File: config.mk
export PLATFORM = sky130hd
export DESIGN_NAME = sensor_scan_sequencer
export DESIGN_NICKNAME = d
export VERILOG_FILES = /design/src/rtl/farming_pkg.sv /design/src/rtl/spi_adc_master.sv /design/src/rtl/sensor_scan_sequencer.sv
export SDC_FILE = /design/constraint.sdc
export NUM_CORES = 1
export LEC_CHECK = 0
export CORE_MARGIN = 10
export CORE_UTILIZATION = 30
export DETAILED_ROUTE_END_ITERATION = 8
export GPL_ROUTABILITY_DRIVEN = 0
export PLACE_DENSITY_LB_ADDON = 0.1
export SLEW_MARGIN = 20
export SYNTH_ARGS = -nofsm -noshare
export SYNTH_HDL_FRONTEND = slang
export SYNTH_HIERARCHICAL = 1
export SYNTH_SLANG_ARGS = --single-unit
File: constraint.sdc
create_clock -name clk -period 2.3 [get_ports clk]
set_input_delay 0.46 -clock clk [delete_from_list [all_inputs] [get_ports clk]]
set_output_delay 0.46 -clock clk [all_outputs]
set_load 0.02 [all_outputs]
File: src/rtl/farming_pkg.sv
// Shared definitions for the microgreen monitor front-end: sensor channel ids,
// the SPI ADC command encoding and the scan sequencer state type.
package farming_pkg;

    localparam logic [1:0] CH_SOIL  = 2'd0;
    localparam logic [1:0] CH_TEMP  = 2'd1;
    localparam logic [1:0] CH_HUMID = 2'd2;
    localparam logic [1:0] CH_LIGHT = 2'd3;

    // Start bit plus single-ended mode, sent ahead of the channel number
    localparam logic [1:0] ADC_CMD_START_SE = 2'b11;

    typedef enum logic [1:0] {
        ST_IDLE,
        ST_GAP,
        ST_XFER,
        ST_PRESENT
    } scan_state_t;

    function automatic logic [7:0] adc_command(input logic [1:0] ch);
        return {ADC_CMD_START_SE, ch, 4'b0000};
    endfunction

    // First set mask bit strictly after 'last', ascending with wrap 3->0
    function automatic logic [1:0] next_channel(input logic [1:0] last, input logic [3:0] mask);
        logic [1:0] result;
        logic [1:0] cand;
        logic       found;
        result = last;
        found  = 1'b0;
        for (int i = 1; i <= 4; i++) begin
            cand = last + 2'(i);
            if (!found && mask[cand]) begin
                result = cand;
                found  = 1'b1;
            end
        end
        return result;
    endfunction

endpackage

File: src/rtl/spi_adc_master.sv
// SPI mode-0 master for the 4-channel ADC: one 16-SCLK frame per start pulse,
// 8 command bits out on MOSI followed by 8 data bits in from MISO.
module spi_adc_master
    import farming_pkg::*;
#(
    parameter int CLK_DIV = 4
) (
    input  logic       i_clk,
    input  logic       i_rst_n,
    input  logic       i_ena,
    input  logic       i_start,
    input  logic [1:0] i_ch,
    output logic       o_cs_n,
    output logic       o_sclk,
    output logic       o_mosi,
    input  logic       i_miso,
    output logic [7:0] o_rx_data,
    output logic       o_done
);

    localparam int               DIV_W    = $clog2(CLK_DIV + 1);
    localparam logic [DIV_W-1:0] DIV_LAST = DIV_W'(CLK_DIV - 1);

    logic             r_active;
    logic [DIV_W-1:0] r_div;
    logic [4:0]       r_bitCnt;
    logic             r_sclk;
    logic             r_csN;
    logic             r_mosi;
    logic [7:0]       r_txSr;
    logic [7:0]       r_rxSr;
    logic [7:0]       w_cmd;
    logic             w_halfEnd;

    assign w_cmd     = adc_command(i_ch);
    assign w_halfEnd = r_active && (r_div == DIV_LAST);

    always_ff @(posedge i_clk or negedge i_rst_n) begin
        if (!i_rst_n) begin
            r_active <= 1'b0;
            r_div    <= '0;
            r_bitCnt <= '0;
            r_sclk   <= 1'b0;
            r_csN    <= 1'b1;
            r_mosi   <= 1'b0;
            r_txSr   <= '0;
            r_rxSr   <= '0;
        end else if (i_ena) begin
            if (!r_active) begin
                if (i_start) begin
                    r_active <= 1'b1;
                    r_csN    <= 1'b0;
                    r_div    <= '0;
                    r_bitCnt <= '0;
                    r_sclk   <= 1'b0;
                    r_mosi   <= w_cmd[7];
                    r_txSr   <= {w_cmd[6:0], 1'b0};
                    r_rxSr   <= '0;
                end
            end else if (!w_halfEnd) begin
                r_div <= r_div + 1'b1;
            end else begin
                r_div  <= '0;
                r_sclk <= ~r_sclk;
                if (!r_sclk) begin
                    if (r_bitCnt[3]) begin
                        r_rxSr <= {r_rxSr[6:0], i_miso};
                    end
                end else if (r_bitCnt == 5'd15) begin
                    r_active <= 1'b0;
                    r_csN    <= 1'b1;
                    r_mosi   <= 1'b0;
                end else begin
                    // MOSI advances on the falling edge; read half of the frame sends zeros
                    r_bitCnt <= r_bitCnt + 1'b1;
                    r_mosi   <= (r_bitCnt < 5'd7) ? r_txSr[7] : 1'b0;
                    r_txSr   <= {r_txSr[6:0], 1'b0};
                end
            end
        end
    end

    assign o_done    = i_ena && w_halfEnd && r_sclk && (r_bitCnt == 5'd15);
    assign o_cs_n    = r_csN;
    assign o_sclk    = r_sclk;
    assign o_mosi    = r_mosi;
    assign o_rx_data = r_rxSr;

endmodule

File: src/rtl/sensor_scan_sequencer.sv
// Round-robin scan of the masked ADC channels, presenting each 8-bit result
// with its channel number on a valid/ready handshake; pauses in camera mode.
module sensor_scan_sequencer
    import farming_pkg::*;
#(
    parameter int CLK_DIV  = 4,
    parameter int SCAN_GAP = 16
) (
    input  logic       clk,
    input  logic       rst_n,
    input  logic       ena,
    input  logic       scan_en,
    input  logic       camera_mode,
    input  logic [3:0] ch_mask,
    output logic       adc_cs_n,
    output logic       adc_sclk,
    output logic       adc_mosi,
    input  logic       adc_miso,
    output logic [7:0] sample_data,
    output logic [1:0] sample_ch,
    output logic       sample_valid,
    input  logic       sample_ready,
    output logic       busy
);

    localparam int               GAP_W    = $clog2(SCAN_GAP + 1);
    localparam logic [GAP_W-1:0] GAP_LAST = GAP_W'(SCAN_GAP);

    scan_state_t      r_state;
    scan_state_t      w_nextState;
    logic [GAP_W-1:0] r_gapCnt;
    logic [1:0]       r_ch;
    logic [7:0]       r_sampleData;
    logic [1:0]       r_sampleCh;
    logic             r_sampleValid;
    logic             w_startOk;
    logic             w_select;
    logic             w_accept;
    logic             w_spiStart;
    logic             w_spiDone;
    logic [7:0]       w_rxData;

    assign w_startOk  = scan_en && !camera_mode && (ch_mask != 4'b0000);
    assign w_accept   = (r_state == ST_PRESENT) && r_sampleValid && sample_ready;
    assign w_spiStart = (r_state == ST_GAP) && (r_gapCnt == GAP_LAST);

    always_comb begin
        w_nextState = r_state;
        w_select    = 1'b0;
        case (r_state)
            ST_IDLE: begin
                if (w_startOk) begin
                    w_nextState = ST_GAP;
                    w_select    = 1'b1;
                end
            end
            ST_GAP: begin
                if (w_spiStart) w_nextState = ST_XFER;
            end
            ST_XFER: begin
                if (w_spiDone) w_nextState = ST_PRESENT;
            end
            ST_PRESENT: begin
                if (w_accept) begin
                    if (w_startOk) begin
                        w_nextState = ST_GAP;
                        w_select    = 1'b1;
                    end else begin
                        w_nextState = ST_IDLE;
                    end
                end
            end
            default: w_nextState = ST_IDLE;
        endcase
    end

    // Start conditions are only consulted at selection, so an in-flight frame always completes
    always_ff @(posedge clk or negedge rst_n) begin
        if (!rst_n) begin
            r_state       <= ST_IDLE;
            r_gapCnt      <= '0;
            r_ch          <= CH_LIGHT;
            r_sampleData  <= '0;
            r_sampleCh    <= '0;
            r_sampleValid <= 1'b0;
        end else if (ena) begin
            r_state  <= w_nextState;
            r_gapCnt <= (r_state == ST_GAP && !w_spiStart) ? r_gapCnt + 1'b1 : '0;
            if (w_select) begin
                r_ch <= next_channel(r_ch, ch_mask);
            end
            if (r_state == ST_XFER && w_spiDone) begin
                r_sampleData  <= w_rxData;
                r_sampleCh    <= r_ch;
                r_sampleValid <= 1'b1;
            end else if (w_accept) begin
                r_sampleValid <= 1'b0;
            end
        end
    end

    spi_adc_master #(
        .CLK_DIV(CLK_DIV)
    ) u_spi (
        .i_clk    (clk),
        .i_rst_n  (rst_n),
        .i_ena    (ena),
        .i_start  (w_spiStart),
        .i_ch     (r_ch),
        .o_cs_n   (adc_cs_n),
        .o_sclk   (adc_sclk),
        .o_mosi   (adc_mosi),
        .i_miso   (adc_miso),
        .o_rx_data(w_rxData),
        .o_done   (w_spiDone)
    );

    assign sample_data  = r_sampleData;
    assign sample_ch    = r_sampleCh;
    assign sample_valid = r_sampleValid;
    assign busy         = (r_state != ST_IDLE);

endmodule

==> reports/qor.csv, run 1 <==
metric;value;unit
status;finished, final reports clean;
worst_pin_slew;0.5532;ns
grt_pass1_wl;8521;um
synth.avg_cell_area;10.01;um2
worst-endpoint-arrival;1.75;ns
synthSimpleGateAreaFrac;19.67;%
critPathCaptureType;output pin;
synth_area;2232;um2
rsz0062_at_grt;no;
drv_slew;0;
required;1.84;ns
finalSetupViolCount;0;
cts_buffers;5;
synthTopCellsByArea;dfrtp_1, nand2_1, ha_1;
drive_gt1_share;16.79;%
cts_hold_buf;0;
ir_worst_vdd;0.0002029;V
post_cts_buffers;0;
pin_count;26;
wl;4953;um
r2r-end;u_spi/r_bitCnt[3];
yosysSeqAreaShare;48.37;%
setup_slack;0.08976;ns
finalCritPeriodShare;96.10;%
postSynthCellCount;223;
tns;0;ns
leakagePower;1.227;nW
die_h;106.3;um
drc;0;
n_antenna_cell;0;
insertion_delay;0.29;ns
synth_top_area_share;44.84;%
crit_fanout;6;
cts_buffer_depth;2;
slew_headroom;63.12;%
setup.worst_path.class;flip-flop to output pin;
initial_utilization;30.77;%
finalHoldViolCount;0;
pre_cts_ws;0.08203;ns
async_flop_share;100.0;%
reg2reg_from;r_gapCnt[0];
synth_edf_count;0;
area_growth;24.89;%
drtAntennaViolNets;0;
die_w;106.3;um
cts.reportedPaths.clkPinSlew;0.09;ns
clock_skew;0.01086;ns
ys_types;48;
r2r_cells;8;
synth_top_family_by_area;simple AND/OR/NAND/NOR gates;
synthAdderAreaFrac;5.605;%
grt_max_degree;44;
synth_xor_area_share;0.3924;%
io_buffers;25;
cts_resized;0;
core.rowCount;31;
yosys_warnings;6;
first_pass_iters;4;
dr_total_vias;1712;
cts.sinks;43;
die_area;11290;um2
cts_max_level;2;
drv_cap;0;
powerDensity;511.9;nW/um2
fin_crit;2.210;ns
vias_per_cell;4.742;
yosys_register_bits;43;
wl_per_cell;13.72;um
grt_overflow_total;0;
track_usage;9.127;%
fmax;452.4;MHz
ff2ff_setup_slack;0.16;ns
syn-num-nets;244;
whs;0.2337;ns
core-area;7253;um2
dp_hpwl;3658;um
drt-initial-drc-count;44;
worstSetupStartpointType;flip-flop;
synth_top_flop_cell;dfrtp_1;
synth-compound-area-share;15.75;%
grt_pass1_vias;1782;
synthMuxAreaShare;6.390;%
cts_root_buf;clkbuf_8;
final_nets;282;
synth_top_cell_by_area;dfrtp_1;
hold_class;input pin to asynchronous set/reset pin;
antenna_found_initial;0;
cts_tree;yes;
[registers in the layout (all words and copies together), names as in the netlist]
| register | flops |
|---|---|
| sample_ch | 2 |
| u_spi/o_cs_n | 1 |
| u_spi/r_txSr | 3 |
| u_spi/r_div | 3 |
| sample_data | 8 |
| u_spi/o_rx_data | 8 |
| sample_valid | 1 |
| r_gapCnt | 5 |
| u_spi/r_active | 1 |
| r_ch | 2 |
| r_state | 2 |
| u_spi/o_mosi | 1 |
| u_spi/o_sclk | 1 |
| u_spi/r_bitCnt | 5 |
[through the flow]
step / instances / power [W] / utilization (%) / area, um2
2_1_floorplan: 223 / 0.0007988 / - / 2232
3_5_place_dp: 353 / 0.0008511 / 36.88 / 2675
4_1_cts: 361 / 0.001454 / 38.43 / 2788
3_3_place_gp: 353 / 0.0008520 / 36.88 / 2675
6_report: 361 / 0.001427 / 38.43 / 2788
5_1_grt: 361 / 0.001500 / 38.43 / 2788
[layout by cell type, fill, tap and decap left out, drive strengths merged, types with 2 or more instances in the layout]
cell,count
a21bo,2
a21boi,2
a21oi,8
a31oi,3
and3,2
buf,14
clkbuf,5
clkdlybuf4s50,24
clkinv,2
dfrtp,40
dfstp,3
ha,10
inv,13
mux2,10
mux2i,3
nand2,37
nand2b,5
nand3,11
nand3b,2
nor2,8
nor2b,2
nor3,3
nor3b,3
o211ai,2
o21ai,23
o31ai,2
or3,3
[layout make-up]
| class | count | area [um2] |
|---|---|---|
| clock buffers | 5 | 68.82 |
| multi-input cells | 160 | 1067 |
| repair buffers | 38 | 355.3 |
| inverters | 13 | 48.80 |
| well taps | 99 | 123.9 |
| fillers | 764 | 4466 |
| flip-flops and latches | 43 | 1080 |
| clock inverters | 3 | 43.79 |
[critical path, stage by stage, from the launching register on]
cell	delay [ns]
dfrtp_1	0.44
inv_1	0.09
ha_1	0.22
inv_1	0.09
clkdlybuf4s50_1	0.62
[routing by layer]
metal	track usage, %	share of wire, %	vias to the layer above	routed length [um]
li1	-	-	855	-
met1	10.73	47	831	2326
met2	15.15	48	20	2385
met3	3.080	3.7	6	182
met4	3.288	1.2	0	59
met5	0	0	-	0
[cell usage after synthesis (5+ instances only)]
| library cell | n |
|---|---|
| a21oi_1 | 8 |
| dfrtp_1 | 40 |
| ha_1 | 10 |
| inv_1 | 13 |
| mux2_2 | 10 |
| nand2_1 | 37 |
| nand2b_1 | 5 |
| nand3_1 | 11 |
| nor2_1 | 8 |
| o21ai_0 | 21 |
[power by group]
group,switching [W],leakage (nW),internal [W]
Combinational,0.0000385,0.597,0.0000320
Clock,0.000269,0.0581,0.000324
Sequential,0.00000527,0.572,0.000758
[worst max path at each step]
| stage | startpoint | end | slack, ns | depth (start not counted) |
|---|---|---|---|---|
| finish | r_state[0] | busy | 0.09 | 4 |
| global route | r_state[0] | busy | 0.002 | 4 |
| CTS | r_state[0] | busy | 0.05 | 4 |
| detailed placement | ch_mask[2] | r_ch[1] | 0.08 | 6 |
| global placement | ch_mask[2] | r_ch[1] | 0.12 | 6 |
| floorplan | u_spi/r_bitCnt[0] | sample_ch[0] | 0.29 | 8 |
[logic make-up after synthesis]
family                     Yosys count
muxes                               13
and+or+nand+nor                     84
buffers and inverters               20
DFF                                 43
xor gates and xnor gates             1
AOI/OAI and AO/OA                   52
adders and majority gates           10
(Power assumes the default switching activity.)
==> inputs of run 2 (changes only) <==
CORE_ASPECT_RATIO = 1.1   (was unset)
CTS_CLUSTER_SIZE = 30   (was unset)
==> run 2 against run 1 <==
  * Cell count down 4.7%
  * Clock skew shrank 0.0032 ns
  * Power down 0.70%
  * Global-route usage increased by 0.089 points
  * Critical path type is now flip-flop to flip-flop
  * Highest routed layer unchanged
  * Largest cell class unchanged
  * Sequential power about the same
  * Clock power fell by 2%
==> reports/qor.csv, run 2 (synthesis results as in run 1) <==
metric;value;unit;change
ff2ff_setup_slack;0.25;ns;was 0.16 ns
cts_tree;yes;;unchanged
clock_skew;0.007669;ns;was 0.01086 ns
tns;0;ns;unchanged
pin_count;26;;unchanged
first_pass_iters;4;;unchanged
grt_max_degree;44;;unchanged
setup.worst_path.class;flip-flop to flip-flop;;was flip-flop to output pin
crit_fanout;5;;was 6
final_cell_area;2764;um2;was 2788 um2
cts.reportedPaths.clkPinSlew;0.08;ns;was 0.09 ns
grt_pass1_vias;1718;;was 1,782
wl_per_cell;14.04;um;was 13.72 um
clock_power_share;41.0;%;was 41.6%
drv_cap;0;;unchanged
cts.sinks;43;;unchanged
crit_slowest_cell;dfrtp_1;;was clkdlybuf4s50_1
powerDensity;512.7;nW/um2;was 511.9 nW/um2
final_cells;344;;was 361
drive_gt1_share;17.37;%;was 16.79%
cts_root_buf;clkbuf_8;;unchanged
die_h;110.5;um;was 106.3 um
grt_pass1_wl;8542;um;was 8521 um
required;2.49;ns;was 1.84 ns
rsz0062_at_grt;no;;unchanged
core-area;7127;um2;was 7253 um2
cts_max_level;2;;unchanged
internal_power;0.001109;W;was 0.001114 W
cts_buffers;5;;unchanged
worst_pin_slew;0.5712;ns;was 0.5532 ns
path_cells;ha_1 -> and3_1 -> ha_1 -> nand3_1 -> nor2_2 -> inv_1 -> a21boi_0 -> o2111a_2 -> a31oi_1 -> o22a_1;;was inv_1 -> ha_1 -> inv_1 -> clkdlybuf4s50_1
power.switching;0.0003081;W;was 0.0003132 W
initial_utilization;31.32;%;was 30.77%
drc;0;;unchanged
status;finished, final reports clean;;unchanged
insertion_delay;0.30;ns;was 0.29 ns
critPathCaptureType;flip-flop;;was output pin
whs;0.2302;ns;was 0.2337 ns
grt_overflow_total;0;;unchanged
area_growth;23.82;%;was 24.89%
pwr-share-seq;53.9;%;was 53.5%
ir_worst_vdd;0.0002644;V;was 0.0002029 V
drv_slew;0;;unchanged
track_usage;9.216;%;was 9.127%
n_antenna_cell;0;;unchanged
drt-initial-drc-count;94;;was 44
worst-endpoint-arrival;2.24;ns;was 1.75 ns
leakagePower;1.210;nW;was 1.227 nW
layout_common_cells;dfrtp_1, nand2_1, clkdlybuf4s50_1;;unchanged
die_w;102.2;um;was 106.3 um
placed_area;2643;um2;was 2675 um2
dp_hpwl;3490;um;was 3658 um
hold_class;input pin to asynchronous set/reset pin;;unchanged
dr_total_vias;1667;;was 1,712
r2r_cells;10;;was 8
worstSetupStartpointType;flip-flop;;unchanged
fmax;487.6;MHz;was 452.4 MHz
crit_top_cell;ha_1;;was inv_1
mostFrequentLayoutCell;dfrtp_1;;unchanged
post_cts_buffers;0;;unchanged
io_buffers;25;;unchanged
critPathMaxStageDelay;0.42;ns;was 0.62 ns
cts_buffer_depth;2;;unchanged
finalSetupViolCount;0;;unchanged
die_area;11290;um2;about the same
comb_power_share;5.1;%;was 4.9%
slew_headroom;61.92;%;was 63.12%
wl;4829;um;was 4953 um
dp_cells;337;;was 353
fin_crit;2.051;ns;was 2.210 ns
drtAntennaViolNets;0;;unchanged
vias_per_cell;4.846;;was 4.742
final_nets;280;;was 282
antenna_found_initial;0;;unchanged
finalHoldViolCount;0;;unchanged
switching_share;21.74;%;was 21.95%
finalCritPeriodShare;89.17;%;was 96.10%
core.rowCount;32;;was 31
## run 2: cell type report
class                   instances  area (um2)
fillers                       715        4363
flip-flops and latches         43        1080
multi-input cells             160        1080
repair buffers                 36       342.8
well taps                      85       106.4
clock buffers                   5       68.82
inverters                      13       48.80
clock inverters                 2       37.54
## run 2: per-layer routing
metal | global-route usage (%) | wire (um)
met5 | 0 | 0
met4 | 3.371 | 77
met3 | 2.927 | 219
met2 | 13.40 | 2134
met1 | 12.37 | 2398
## run 2: worst paths after layout
kind	from	to
max	u_spi/r_bitCnt[0]	r_state[0]
min	rst_n	u_spi/r_bitCnt[2]
max reg2reg	u_spi/r_bitCnt[0]	r_state[0]
min reg2reg	u_spi/r_bitCnt[4]	u_spi/r_bitCnt[4]
max in group asynchronous	rst_n	r_ch[0]
min in group clk	u_spi/r_bitCnt[4]	u_spi/r_bitCnt[4]
## run 2: power groups by stage
| stage | combinational (W) | clock [W] | sequential, W |
|---|---|---|---|
| 2_1_floorplan | 0.0000224 | 0 | 0.000776 |
| 3_3_place_gp | 0.0000755 | 0 | 0.000779 |
| 3_5_place_dp | 0.0000741 | 0 | 0.000778 |
| 4_1_cts | 0.0000746 | 0.000597 | 0.000764 |
| 5_1_grt | 0.0000803 | 0.000640 | 0.000765 |
| 6_report | 0.0000721 | 0.000582 | 0.000763 |
## run 2: critical path, delay by kind of cell, from the launching register on
kind                       cells  cell delay, ns
adders and majority gates      2            0.38
AOI/OAI and AO/OA              4            0.68
DFF                            1            0.42
buffers and inverters          1            0.05
and+or+nand+nor                3            0.43
## run 2: repair_timing
action	in CTS	in global routing
hold endpoints to repair	0	0
resized for setup	0	5
hold buffers	0	0
endpoints found under the setup margin	0	6
## run 2: metrics by stage
step / worst slack [ns] / util (%) / total power, W
after floorplan: 0.2876 / - / 0.0007988
after detailed placement: 0.03140 / 37.08 / 0.0008525
after global routing: 0.009210 / 38.78 / 0.001484
final: 0.2492 / 38.78 / 0.001417
after CTS: 0.03609 / 38.57 / 0.001435
after global placement: 0.04173 / 37.08 / 0.0008541
